File: src/rtl/apb_stream_responder.sv
// APB completer bridging 8-bit register accesses onto a TX and an RX byte stream through two FIFOs.
// Blocked DATA accesses insert wait states, bounded by WAIT_MAX, after which they are forced to complete.
module apb_stream_responder #(
    parameter int unsigned DEPTH    = 4,
    parameter int unsigned WAIT_MAX = 15
) (
    input  logic       CLK,
    input  logic       RESETn,
    input  logic       PSEL,
    input  logic [7:0] PADDR,
    input  logic       PENABLE,
    input  logic       PWRITE,
    input  logic [7:0] PWDATA,
    output logic [7:0] PRDATA,
    output logic       PREADY,
    output logic [7:0] out_data,
    output logic       out_valid,
    input  logic       out_ready,
    input  logic [7:0] in_data,
    input  logic       in_valid,
    output logic       in_ready
);
    localparam int unsigned AW = $clog2(DEPTH);
    localparam logic [AW:0]   FULL_CNT = (AW + 1)'(DEPTH);
    localparam logic [AW-1:0] PTR_ONE  = AW'(1);
    localparam logic [7:0]    WAIT_LIM = 8'(WAIT_MAX);

    localparam logic [7:0] ADDR_DATA    = 8'h00;
    localparam logic [7:0] ADDR_STATUS  = 8'h01;
    localparam logic [7:0] ADDR_CONTROL = 8'h02;
    localparam logic [7:0] ADDR_SCRATCH = 8'h03;

    localparam logic [0:0] StIdle = 1'b0;
    localparam logic [0:0] StWait = 1'b1;

    logic [7:0]    tx_mem [DEPTH];
    logic [AW-1:0] tx_wptr_q, tx_rptr_q;
    logic [AW:0]   tx_cnt_q;
    logic [7:0]    rx_mem [DEPTH];
    logic [AW-1:0] rx_wptr_q, rx_rptr_q;
    logic [AW:0]   rx_cnt_q;

    logic       tx_en_q, rx_en_q, timeout_err_q;
    logic [7:0] scratch_q;
    logic [0:0] state_q;
    logic [7:0] wait_cnt_q;

    logic tx_full, tx_empty, rx_full, rx_empty;
    logic access, is_data, blocked, timeout, done;
    logic tx_push, tx_pop, rx_push, rx_pop;

    always_comb begin
        tx_full  = (tx_cnt_q == FULL_CNT);
        tx_empty = (tx_cnt_q == '0);
        rx_full  = (rx_cnt_q == FULL_CNT);
        rx_empty = (rx_cnt_q == '0);

        access  = PSEL & PENABLE;
        is_data = (PADDR == ADDR_DATA);
        // Flags are the registered pre-edge state, so a same-edge stream pop does not unblock.
        blocked = is_data & (PWRITE ? tx_full : rx_empty);
        timeout = (state_q == StWait) & blocked & (wait_cnt_q == WAIT_LIM);
        done    = RESETn & access & (~blocked | timeout);
        PREADY  = done;

        tx_push = done & PWRITE & is_data & ~timeout;
        rx_pop  = done & ~PWRITE & is_data & ~timeout;

        out_valid = RESETn & tx_en_q & ~tx_empty;
        out_data  = tx_mem[tx_rptr_q];
        tx_pop    = out_valid & out_ready;
        in_ready  = RESETn & rx_en_q & ~rx_full;
        rx_push   = in_valid & in_ready;
    end

    always_comb begin
        PRDATA = 8'h00;
        if (done && !PWRITE) begin
            case (PADDR)
                ADDR_DATA:    PRDATA = timeout ? 8'h00 : rx_mem[rx_rptr_q];
                ADDR_STATUS:  PRDATA = {3'b000, timeout_err_q, rx_empty, rx_full, tx_empty, tx_full};
                ADDR_CONTROL: PRDATA = {6'b000000, rx_en_q, tx_en_q};
                ADDR_SCRATCH: PRDATA = scratch_q;
                default:      PRDATA = 8'h00;
            endcase
        end
    end

    always_ff @(posedge CLK) begin
        if (!RESETn) begin
            state_q    <= StIdle;
            wait_cnt_q <= 8'd0;
        end else if (state_q == StIdle) begin
            if (access && blocked) begin
                state_q    <= StWait;
                wait_cnt_q <= 8'd1;
            end
        end else if (!access || done) begin
            // Completion, or the initiator abandoned the access mid-wait.
            state_q    <= StIdle;
            wait_cnt_q <= 8'd0;
        end else begin
            wait_cnt_q <= wait_cnt_q + 8'd1;
        end
    end

    always_ff @(posedge CLK) begin
        if (!RESETn) begin
            tx_en_q       <= 1'b1;
            rx_en_q       <= 1'b1;
            scratch_q     <= 8'h00;
            timeout_err_q <= 1'b0;
        end else begin
            if (done && PWRITE && PADDR == ADDR_CONTROL) begin
                tx_en_q <= PWDATA[0];
                rx_en_q <= PWDATA[1];
                if (PWDATA[7]) timeout_err_q <= 1'b0;
            end
            if (done && PWRITE && PADDR == ADDR_SCRATCH) scratch_q <= PWDATA;
            if (timeout) timeout_err_q <= 1'b1;
        end
    end

    always_ff @(posedge CLK) begin
        if (!RESETn) begin
            tx_wptr_q <= '0;
            tx_rptr_q <= '0;
            tx_cnt_q  <= '0;
            rx_wptr_q <= '0;
            rx_rptr_q <= '0;
            rx_cnt_q  <= '0;
        end else begin
            if (tx_push) tx_wptr_q <= tx_wptr_q + PTR_ONE;
            if (tx_pop)  tx_rptr_q <= tx_rptr_q + PTR_ONE;
            tx_cnt_q <= tx_cnt_q + {{AW{1'b0}}, tx_push} - {{AW{1'b0}}, tx_pop};
            if (rx_push) rx_wptr_q <= rx_wptr_q + PTR_ONE;
            if (rx_pop)  rx_rptr_q <= rx_rptr_q + PTR_ONE;
            rx_cnt_q <= rx_cnt_q + {{AW{1'b0}}, rx_push} - {{AW{1'b0}}, rx_pop};
        end
    end

    always_ff @(posedge CLK) begin
        if (tx_push) tx_mem[tx_wptr_q] <= PWDATA;
        if (rx_push) rx_mem[rx_wptr_q] <= in_data;
    end
endmodule

File: config.mk
export PLATFORM = sky130hd
export DESIGN_NAME = apb_stream_responder
export DESIGN_NICKNAME = d
export VERILOG_FILES = /design/src/rtl/apb_stream_responder.sv
export SDC_FILE = /design/constraint.sdc
export NUM_CORES = 1
export LEC_CHECK = 0
export ABC_AREA = 1
export BUFFER_PORTS_ARGS = -buffer_cell sky130_fd_sc_hd__buf_2
export CORE_AREA = 2 2 90 92
export CTS_BUF_LIST = sky130_fd_sc_hd__clkbuf_2 sky130_fd_sc_hd__clkbuf_4 sky130_fd_sc_hd__clkbuf_8
export DETAILED_ROUTE_END_ITERATION = 6
export DIE_AREA = 0 0 92 94
export HOLD_SLACK_MARGIN = 0.15
export PLACE_DENSITY = 0.8
export SLEW_MARGIN = 20
export SYNTH_ARGS = -nofsm -noshare
export SYNTH_HDL_FRONTEND = slang
export SYNTH_SLANG_ARGS = --single-unit
File: constraint.sdc
create_clock -name CLK -period 3.5 [get_ports CLK]
set_input_delay 0.35 -clock CLK [delete_from_list [all_inputs] [get_ports CLK]]
set_output_delay 0.35 -clock CLK [all_outputs]
set_load 0.03 [all_outputs]
# Word level (Yosys, flattened, before mapping)
# Memory sizes are Yosys's and may differ from the RTL's. A register that Yosys moved wholly into a read port is not among the register bits.
# Cells that the tools add are included.
# classes
muxes,21
addsub,9
n_eq_ne,6
n_bitwise,24
reduce_logical,15
# ops
cell,count
$mux 8,5
$pmux 8 s4,1
$and 1x1->1,18
$eq 8x2->1 const B,2
$mux 1,11
$add 2x1->2 const B,4
$add 8x1->8 const B,1
$eq 8x1->1 const B,1
$eq 8x4->1 const B,1
$logic_not 8->1,1
$mux 2,4
$add 3x1->3,2
$eq 3x3->1 const B,2
$logic_not 3->1,2
$reduce_bool 2->1,3
$sub 3x1->3,2
$logic_and 1x1->1,5
$not 1->1,5
$logic_not 1->1,2
$reduce_and 2->1,1
$logic_or 1x1->1,1
$or 1x1->1,1
# word_totals
ram_bits,64
in_bits,31
n_memories,2
register_bits,34
wordCells,89
# memory_table
name,depth,word_bits,read_ports,rd_ports_with_merged_regs,write_ports,line,source
rx_mem,4,8,1,1,1,39,logic [7:0] rx_mem [DEPTH];
tx_mem,4,8,1,1,1,36,logic [7:0] tx_mem [DEPTH];

# Longest topological paths before layout
# Gate-level depths: netlist of the first run.
# logic_depth
depth_word,12
ltp_mapped,15

# Least setup slack after synthesis of the first run
# OpenSTA, ideal clock, no wires.
# synth_path
path_type,register -> register
start,register rx_cnt_q[1]
end,register rx_cnt_q[2]
required_ns,3.381
t_arrival_ns,2.366
path_slack_ns,1.015
setup_time_ns,0.119
path_stages_with_launch,12
path_buffers,0
path_cell_list,dfxtp_1 or2_2 nor2_1 nor3_2 nand2_1 ha_1 inv_1 ha_1 inv_1 fa_1 o21ai_0 a21oi_1
# synth_rtl
item,line,source
start: declaration,41,logic [AW:0] rx_cnt_q;
start signal: assignment,138,"rx_cnt_q <= rx_cnt_q + {{AW{1'b0}}, rx_push} - {{AW{1'b0}}, rx_pop};"
$eq 3x3->1,55,rx_full = (rx_cnt_q == FULL_CNT);
$not 1->1,72,in_ready = RESETn & rx_en_q & ~rx_full;
$and 1x1->1,72,
net in_ready,21,output logic in_ready
$and 1x1->1,73,rx_push = in_valid & in_ready;
$add 3x1->3,138,
$sub 3x1->3,138,
# The timed path passes the listed nets, and every way through them passes these cells.
# A chain may end at the register's enable or synchronous reset.

# Worst setup path in the final report of the first run
# layout_path
start,register wait_cnt_q[0]
end,output PRDATA[5]
# layout_between
elab_chain_cells,6
# layout_lines
item,line,source
start: declaration,46,logic [7:0] wait_cnt_q;
start signal: assignment,103,wait_cnt_q <= wait_cnt_q + 8'd1;
$eq 8x4->1 *,62,timeout = (state_q == StWait) & blocked & (wait_cnt_q == WAIT_LIM);
$and 1x1->1 *,62,
branches (longest 3 deep; another with $mux 8),--,
$mux 8 *,78,if (done && !PWRITE) begin
end: declaration,14,"output logic [7:0] PRDATA,"
# Mark *: on every way between the ends.

==> flow_metrics.env, run 1 <==
export IMPL_outcome="finished, final reports clean"
export IMPL_synth_cell_types=34
export IMPL_num_vias=3282
export IMPL_finalCritPeriodShare=0.7699
export IMPL_clk_pin_slew_worst_paths_ns=0.10
export IMPL_grt_max_degree=24
export IMPL_root_buffer="clkbuf_8"
export IMPL_grt_pass1_wl_um=14390
export IMPL_synthTopCellsByCount="86 x nor2_1, 64 x edfxtp_1, 53 x o21ai_0"
export IMPL_final_cells=612
export IMPL_synth_fa_ha_area_frac=0.04495
export IMPL_combPwrFrac=0.108
export IMPL_num_fill_cells=634
export IMPL_seq_power_share=0.597
export IMPL_yosys_area_top_type="edfxtp_1"
export IMPL_ios=50
export IMPL_synth_nets=497
export IMPL_yosysWarnings=0
export IMPL_synth_edff_count=64
export IMPL_cts_tree="done"
export IMPL_drcViolationCount=0
export IMPL_grt_overflow=0
export IMPL_whs_ns=0.2016
export IMPL_worstMarginPinSlew_ns=0.8049
export IMPL_area_growth_pct=11.68
export IMPL_async_flop_share=0
export IMPL_antenna_left=0
export IMPL_nets=551
export IMPL_critPathRequiredTime_ns=3.15
export IMPL_wl_met3_um=609
export IMPL_synthCells=451
export IMPL_ir_drop_mv=0.3045
export IMPL_drive_gt1_frac=0.1765
export IMPL_startpoint="wait_cnt_q[0]$_SDFFE_PN0P_"
export IMPL_finalMaxSlewViolations=0
export IMPL_setup_viol=0
export IMPL_synth_compound_area_share=0.1185
export IMPL_synth_area_leaders="edfxtp_1 43%, dfxtp_1 17%, nor2_1 7.2%"
export IMPL_synth_area_per_cell_um2=9.999
export IMPL_dr_pass1_iters=5
export IMPL_synth_main_ff_cell="edfxtp_1"
export IMPL_synthMuxAreaShare=0
export IMPL_fin_skew_ns=0.01305
export IMPL_fp_dieW_um=92
export IMPL_synth_simple_area_share=0.1801
export IMPL_cts_resized=0
export IMPL_wl_per_cell_um=14.71
export IMPL_cts_setup_buffers=0
export IMPL_p_leak_nw=1.984
export IMPL_dp_cells=596
export IMPL_die_height_um=94
export IMPL_synth_top_family_by_area="simple AND/OR/NAND/NOR gates"
export IMPL_internal_power_w=0.001659
export IMPL_clockBufferDepth=2
export IMPL_htreeDepth=3
export IMPL_critPathMaxFanout=8
export IMPL_maxCapViolations=0
export IMPL_slew_headroom=0.4614
export IMPL_highest_layer="met4"
export IMPL_power_density_nw_per_um2=442.6
export IMPL_io_buffers=49
export IMPL_dp_hpwl_um=6282
export IMPL_coreArea_um2=7607
export IMPL_start_util=0.5928
export IMPL_hold_viol=0
export IMPL_min_period_ns=2.695
export IMPL_final_area_um2=5036
export IMPL_whs_path_depth=1
export IMPL_placed_cell_area_um2=4863
export IMPL_reg2reg_depth=14
export IMPL_syn_area_um2=4509
export IMPL_fin_tns_setup_ns=0
export IMPL_critPathKind="reg -> out"
export IMPL_hold_start="in_data[5]"
export IMPL_rsz0062_at_grt="false"
export IMPL_cts_buffers=9
export IMPL_rows=32
export IMPL_ys_seq_area_frac=0.5949
export IMPL_dr_wl_met2_um=4242
export IMPL_yosys_area_top_type_share=0.4262
export IMPL_routed_wl_um=9001
export IMPL_multiInputGateArea_um2=1602
export IMPL_ys_ff_latch=102
export IMPL_crit_arrival_ns=2.34
export IMPL_p_sw_frac=0.2555
export IMPL_setup_worst_path_start_class="register"
export IMPL_synthXorXnorAreaFrac=0.01165
export IMPL_ff_latch_area_um2=2683
export IMPL_track_usage=0.2170
export IMPL_drt_iter0_markers=248
export IMPL_synth_most_common_cell="nor2_1"
export IMPL_grt_pass1_vias=3119
export IMPL_holdBufCountCts=0
export IMPL_end_kind="output port"
export IMPL_p_switching_w=0.0005696
export IMPL_antenna_found_initial=0
export IMPL_viasPerCell=5.363
export IMPL_fmax_mhz=371.1
export IMPL_fp_dieArea_um2=8648
export IMPL_met1_length_um=3960
export IMPL_worst_skew_pair_late_latency_ns=0.37
export IMPL_antenna_cells=0
export IMPL_place_gp_congestion=0.8287
export IMPL_min_path_type="in -> reg"
export IMPL_r2r_start="wait_cnt_q[0]$_SDFFE_PN0P_"
export IMPL_p_clk_frac=0.296
export IMPL_clock_sinks=102
[layer usage]
| layer | vias up | global-route usage |
|---|---|---|
| met5 | - | 0 |
| met3 | 19 | 0.04815 |
| li1 | 1633 | - |
| met4 | 0 | 0.08582 |
| met1 | 1519 | 0.2881 |
| met2 | 111 | 0.3505 |
[state kept, by name (all words and copies together), names as in the netlist, named ones only]
name	flops
scratch_q	8
rx_rptr_q	2
wait_cnt_q	8
rx_cnt_q	3
rx_mem	32
state_q	1
timeout_err_q	1
tx_en_q	1
tx_mem	32
tx_cnt_q	3
tx_rptr_q	2
rx_en_q	1
tx_wptr_q	2
rx_wptr_q	2
[path summary, 6_finish.rpt]
kind / end / slack (ns)
worst min register to register: tx_rptr_q[1]$_SDFFE_PN0P_ / 0.49
worst min-delay path: rx_mem[1][5]$_DFFE_PP_ / 0.20
worst max register to register: tx_cnt_q[2]$_SDFF_PN0_ / 0.81
worst max-delay path: PRDATA[5] / 0.81
[stage by stage]
stage | setup slack [ns] | power [W] | utilization
final | 0.8052 | 0.002229 | 0.6620
after global routing | 0.5392 | 0.002311 | 0.6620
after CTS | 0.7935 | 0.002235 | 0.6620
after detailed placement | 0.8259 | 0.001598 | 0.6393
after global placement | 0.9393 | 0.001587 | 0.6393
after floorplan | 1.015 | 0.001515 | -
[worst max-delay path, stage by stage (launching register included)]
cell and delay (ns):
dfxtp_1 0.39, ha_1 0.20, nand2_1 0.08, nor2_1 0.13, nand3_1 0.16, nand3_4 0.13
nand2_4 0.09, nor2_8 0.13, nand3_2 0.17, nor2_1 0.25, buf_2 0.24
[power by group through the flow]
stage	combinational, W	sequential, W	clock, W
after floorplan	0.000168	0.00135	0
after global placement	0.000231	0.00136	0
after detailed placement	0.000241	0.00136	0
after CTS	0.000242	0.00133	0.000663
after global routing	0.000266	0.00134	0.000710
final	0.000240	0.00133	0.000660
[cells in the final DEF, fill, tap and decap left out, types with 3 or more instances in the layout]
cell type,Yosys,routed
nand3_1,12,12
ha_1,13,13
o22ai_1,16,16
a22oi_1,3,3
buf_2,0,49
clkbuf_8,0,9
o21ai_0,53,53
edfxtp_1,64,64
nor2_1,86,86
nor2_2,4,4
nor2_4,4,4
xor2_1,4,4
inv_1,51,51
a21oi_1,22,22
dfxtp_1,38,38
nand4_1,3,3
nand2_1,43,43
[kinds of logic (layout without fill, tap and decap cells)]
group / count (synthesis) / count (layout)
simple gates: 169 / 169
xor+xnor: 6 / 6
compound gates: 99 / 99
flops: 102 / 102
fa+ha+maj: 15 / 15
buf+inv: 60 / 119
[layout make-up]
type	count	share of cell area
sequential	102	0.5327
multi-input combinational	289	0.3180
timing repair buffer	50	0.05019
inverter	53	0.03950
clock buffer	11	0.02758
tap	102	0.02534
clock inverter	5	0.006708
Power figures use the tool's default switching activity.
==> run 2: changes to the inputs <==
- CORE_AREA: 2 2 90 92 -> 2 2 94 96
- DIE_AREA: 0 0 92 94 -> 0 0 96 98
- PLACE_DENSITY: 0.8 -> 0.77
- clock period: 3.5 -> 2.3 ns (I/O delays scaled with it)
==> run 2 against run 1 <==
The flow now finishes with violations (setup timing). Largest cell class unchanged. Critical path depth unchanged. Wire length is 19% higher. Register-to-register slack lost 0.95 ns. Setup slack lost 0.97 ns. Combinational power is 93% higher. Critical endpoint is now PRDATA[4].
==> flow_metrics.env, run 2 (synthesis results as in run 1) <==
export IMPL_critPathRequiredTime_ns=2.07
export IMPL_p_sw_frac=0.2684
export IMPL_drive_gt1_frac=0.3009
export IMPL_cts_buffers=9
export IMPL_power_density_nw_per_um2=600.9
export IMPL_seq_power_share=0.572
export IMPL_fin_tns_setup_ns=-1.326
export IMPL_grt_pass1_wl_um=16040
export IMPL_rsz0062_at_grt="true"
export IMPL_slew_headroom=0.4728
export IMPL_fp_dieW_um=96
export IMPL_internal_power_w=0.002582
export IMPL_final_cells=673
export IMPL_globalRouteMet2Util=0.3622
export IMPL_p_clk_frac=0.296
export IMPL_fmax_mhz=406.4
export IMPL_cts_tree="done"
export IMPL_critPathKind="reg -> out"
export IMPL_grt_max_degree=24
export IMPL_worst_skew_pair_late_latency_ns=0.37
export IMPL_antenna_cells=0
export IMPL_io_buffers=49
export IMPL_num_vias=3633
export IMPL_dpl_worst_slack_ns=-0.1364
export IMPL_worst_slack_ns=-0.1609
export IMPL_end_kind="output port"
export IMPL_area_growth_pct=30.24
export IMPL_wl_per_cell_um=15.87
export IMPL_ios=50
export IMPL_clk_pin_slew_worst_paths_ns=0.09
export IMPL_crit_arrival_ns=2.23
export IMPL_critPathMaxFanout=8
export IMPL_whs_ns=0.2925
export IMPL_coreArea_um2=8466
export IMPL_die_height_um=98
export IMPL_outcome="finished with violations"
export IMPL_worstMarginPinSlew_ns=0.7880
export IMPL_clockBufferDepth=2
export IMPL_routed_wl_um=10680
export IMPL_layout_commonest_cell="nor2_1"
export IMPL_min_period_ns=2.461
export IMPL_dr_pass1_iters=5
export IMPL_met3_usage=0.05324
export IMPL_nets=606
export IMPL_busiest_layer="met2"
export IMPL_antenna_found_initial=0
export IMPL_finalCritPeriodShare=1.070
export IMPL_setup_viol=12
export IMPL_setup_worst_path_start_class="register"
export IMPL_clock_sinks=102
export IMPL_root_buffer="clkbuf_8"
export IMPL_grt_overflow=0
export IMPL_start_util=0.5327
export IMPL_fp_dieArea_um2=9408
export IMPL_combPwrFrac=0.132
export IMPL_finalMaxSlewViolations=0
export IMPL_maxCapViolations=0
export IMPL_final_cell_mix="74 x nor2_1, 64 x edfxtp_1, 52 x o21ai_0"
export IMPL_dp_hpwl_um=6549
export IMPL_hold_viol=0
export IMPL_drcViolationCount=0
export IMPL_htreeDepth=3
export IMPL_violations="setup timing"
export IMPL_viasPerCell=5.398
export IMPL_dp_cells=627
export IMPL_min_path_type="in -> reg"
export IMPL_p_switching_w=0.0009471
export IMPL_grt_pass1_vias=3460
export IMPL_top_regs="rx_mem x32, tx_mem x32"
export IMPL_use_met1=0.2863
export IMPL_drt_iter0_markers=309
export IMPL_rows=34
export IMPL_p_leak_nw=2.267
export IMPL_track_usage=0.2246
export IMPL_final_area_um2=5873
export IMPL_place_gp_congestion=0.8045
export IMPL_placed_cell_area_um2=5125
export IMPL_fin_skew_ns=0.01196
export IMPL_ir_drop_mv=0.4106
export IMPL_antenna_left=0
[run 2: cell types whose count changed in the layout (fill, tap and decap cells not counted), moves of 8 or more]
cell,previous run,this run
dlygate4sd3_1,0,16
nor2_1,86,74
buf_4,1,33
buf_6,0,15
buf_2,49,41
nor2_4,4,12
[run 2: final timing paths]
check,from,end,slack [ns],depth (start not counted)
worst min-delay path,RESETn,rx_wptr_q[0]$_SDFFE_PN0P_,0.29,5
worst max register to register,rx_cnt_q[1]$_SDFF_PN0_,tx_cnt_q[1]$_SDFF_PN0_,-0.14,14
worst max-delay path,rx_cnt_q[1]$_SDFF_PN0_,PRDATA[4],-0.16,10
worst min register to register,tx_rptr_q[1]$_SDFFE_PN0P_,register,0.47,2
[run 2: layout make-up]
cell class | count | area, um2
tap | 108 | 135.1
clock inverter | 6 | 51.30
fill | 572 | 2592
inverter | 53 | 207.7
sequential | 102 | 2686
clock buffer | 10 | 131.4
timing repair buffer | 105 | 782.0
multi-input combinational | 289 | 1879
[run 2: timing repair]
action / in CTS / in global routing
gates cloned: 0 / 0
setup endpoints to repair: 12 / 12
setup buffers: 6 / 8
pin swaps: 11 / 12
hold endpoints to repair: 59 / 0
hold buffers: 16 / 0
resized for setup: 54 / 21
[run 2: metrics by stage]
| step | power (W) | utilization |
|---|---|---|
| after floorplan | 0.002318 | - |
| after global placement | 0.002443 | 0.6054 |
| after detailed placement | 0.002460 | 0.6054 |
| after CTS | 0.003500 | 0.6765 |
| after global routing | 0.003656 | 0.6938 |
| final | 0.003529 | 0.6938 |
[run 2: critical path, cell delays in order, from the launching register on]
cell and delay, ns:
dfxtp_1 0.38, nor2_2 0.20, nand3_1 0.13, nand2_2 0.16
nand3_4 0.10, nand2_4 0.11, buf_6 0.11, clkinvlp_4 0.20
a21oi_2 0.26, nor2_4 0.07, buf_6 0.14
[run 2: power by group through the flow]
stage | Clock [W] | Combinational (W) | Sequential, W
6_report | 0.00104 | 0.000464 | 0.00202
3_3_place_gp | 0 | 0.000388 | 0.00206
2_1_floorplan | 0 | 0.000266 | 0.00205
3_5_place_dp | 0 | 0.000404 | 0.00206
5_1_grt | 0.00113 | 0.000503 | 0.00203
4_1_cts | 0.00105 | 0.000433 | 0.00201
[run 2: per-layer routing]
layer / wire, um / vias up
met5: 0 / -
met4: 379 / 0
met3: 635 / 33
met2: 5374 / 160
met1: 4290 / 1698
li1: - / 1742
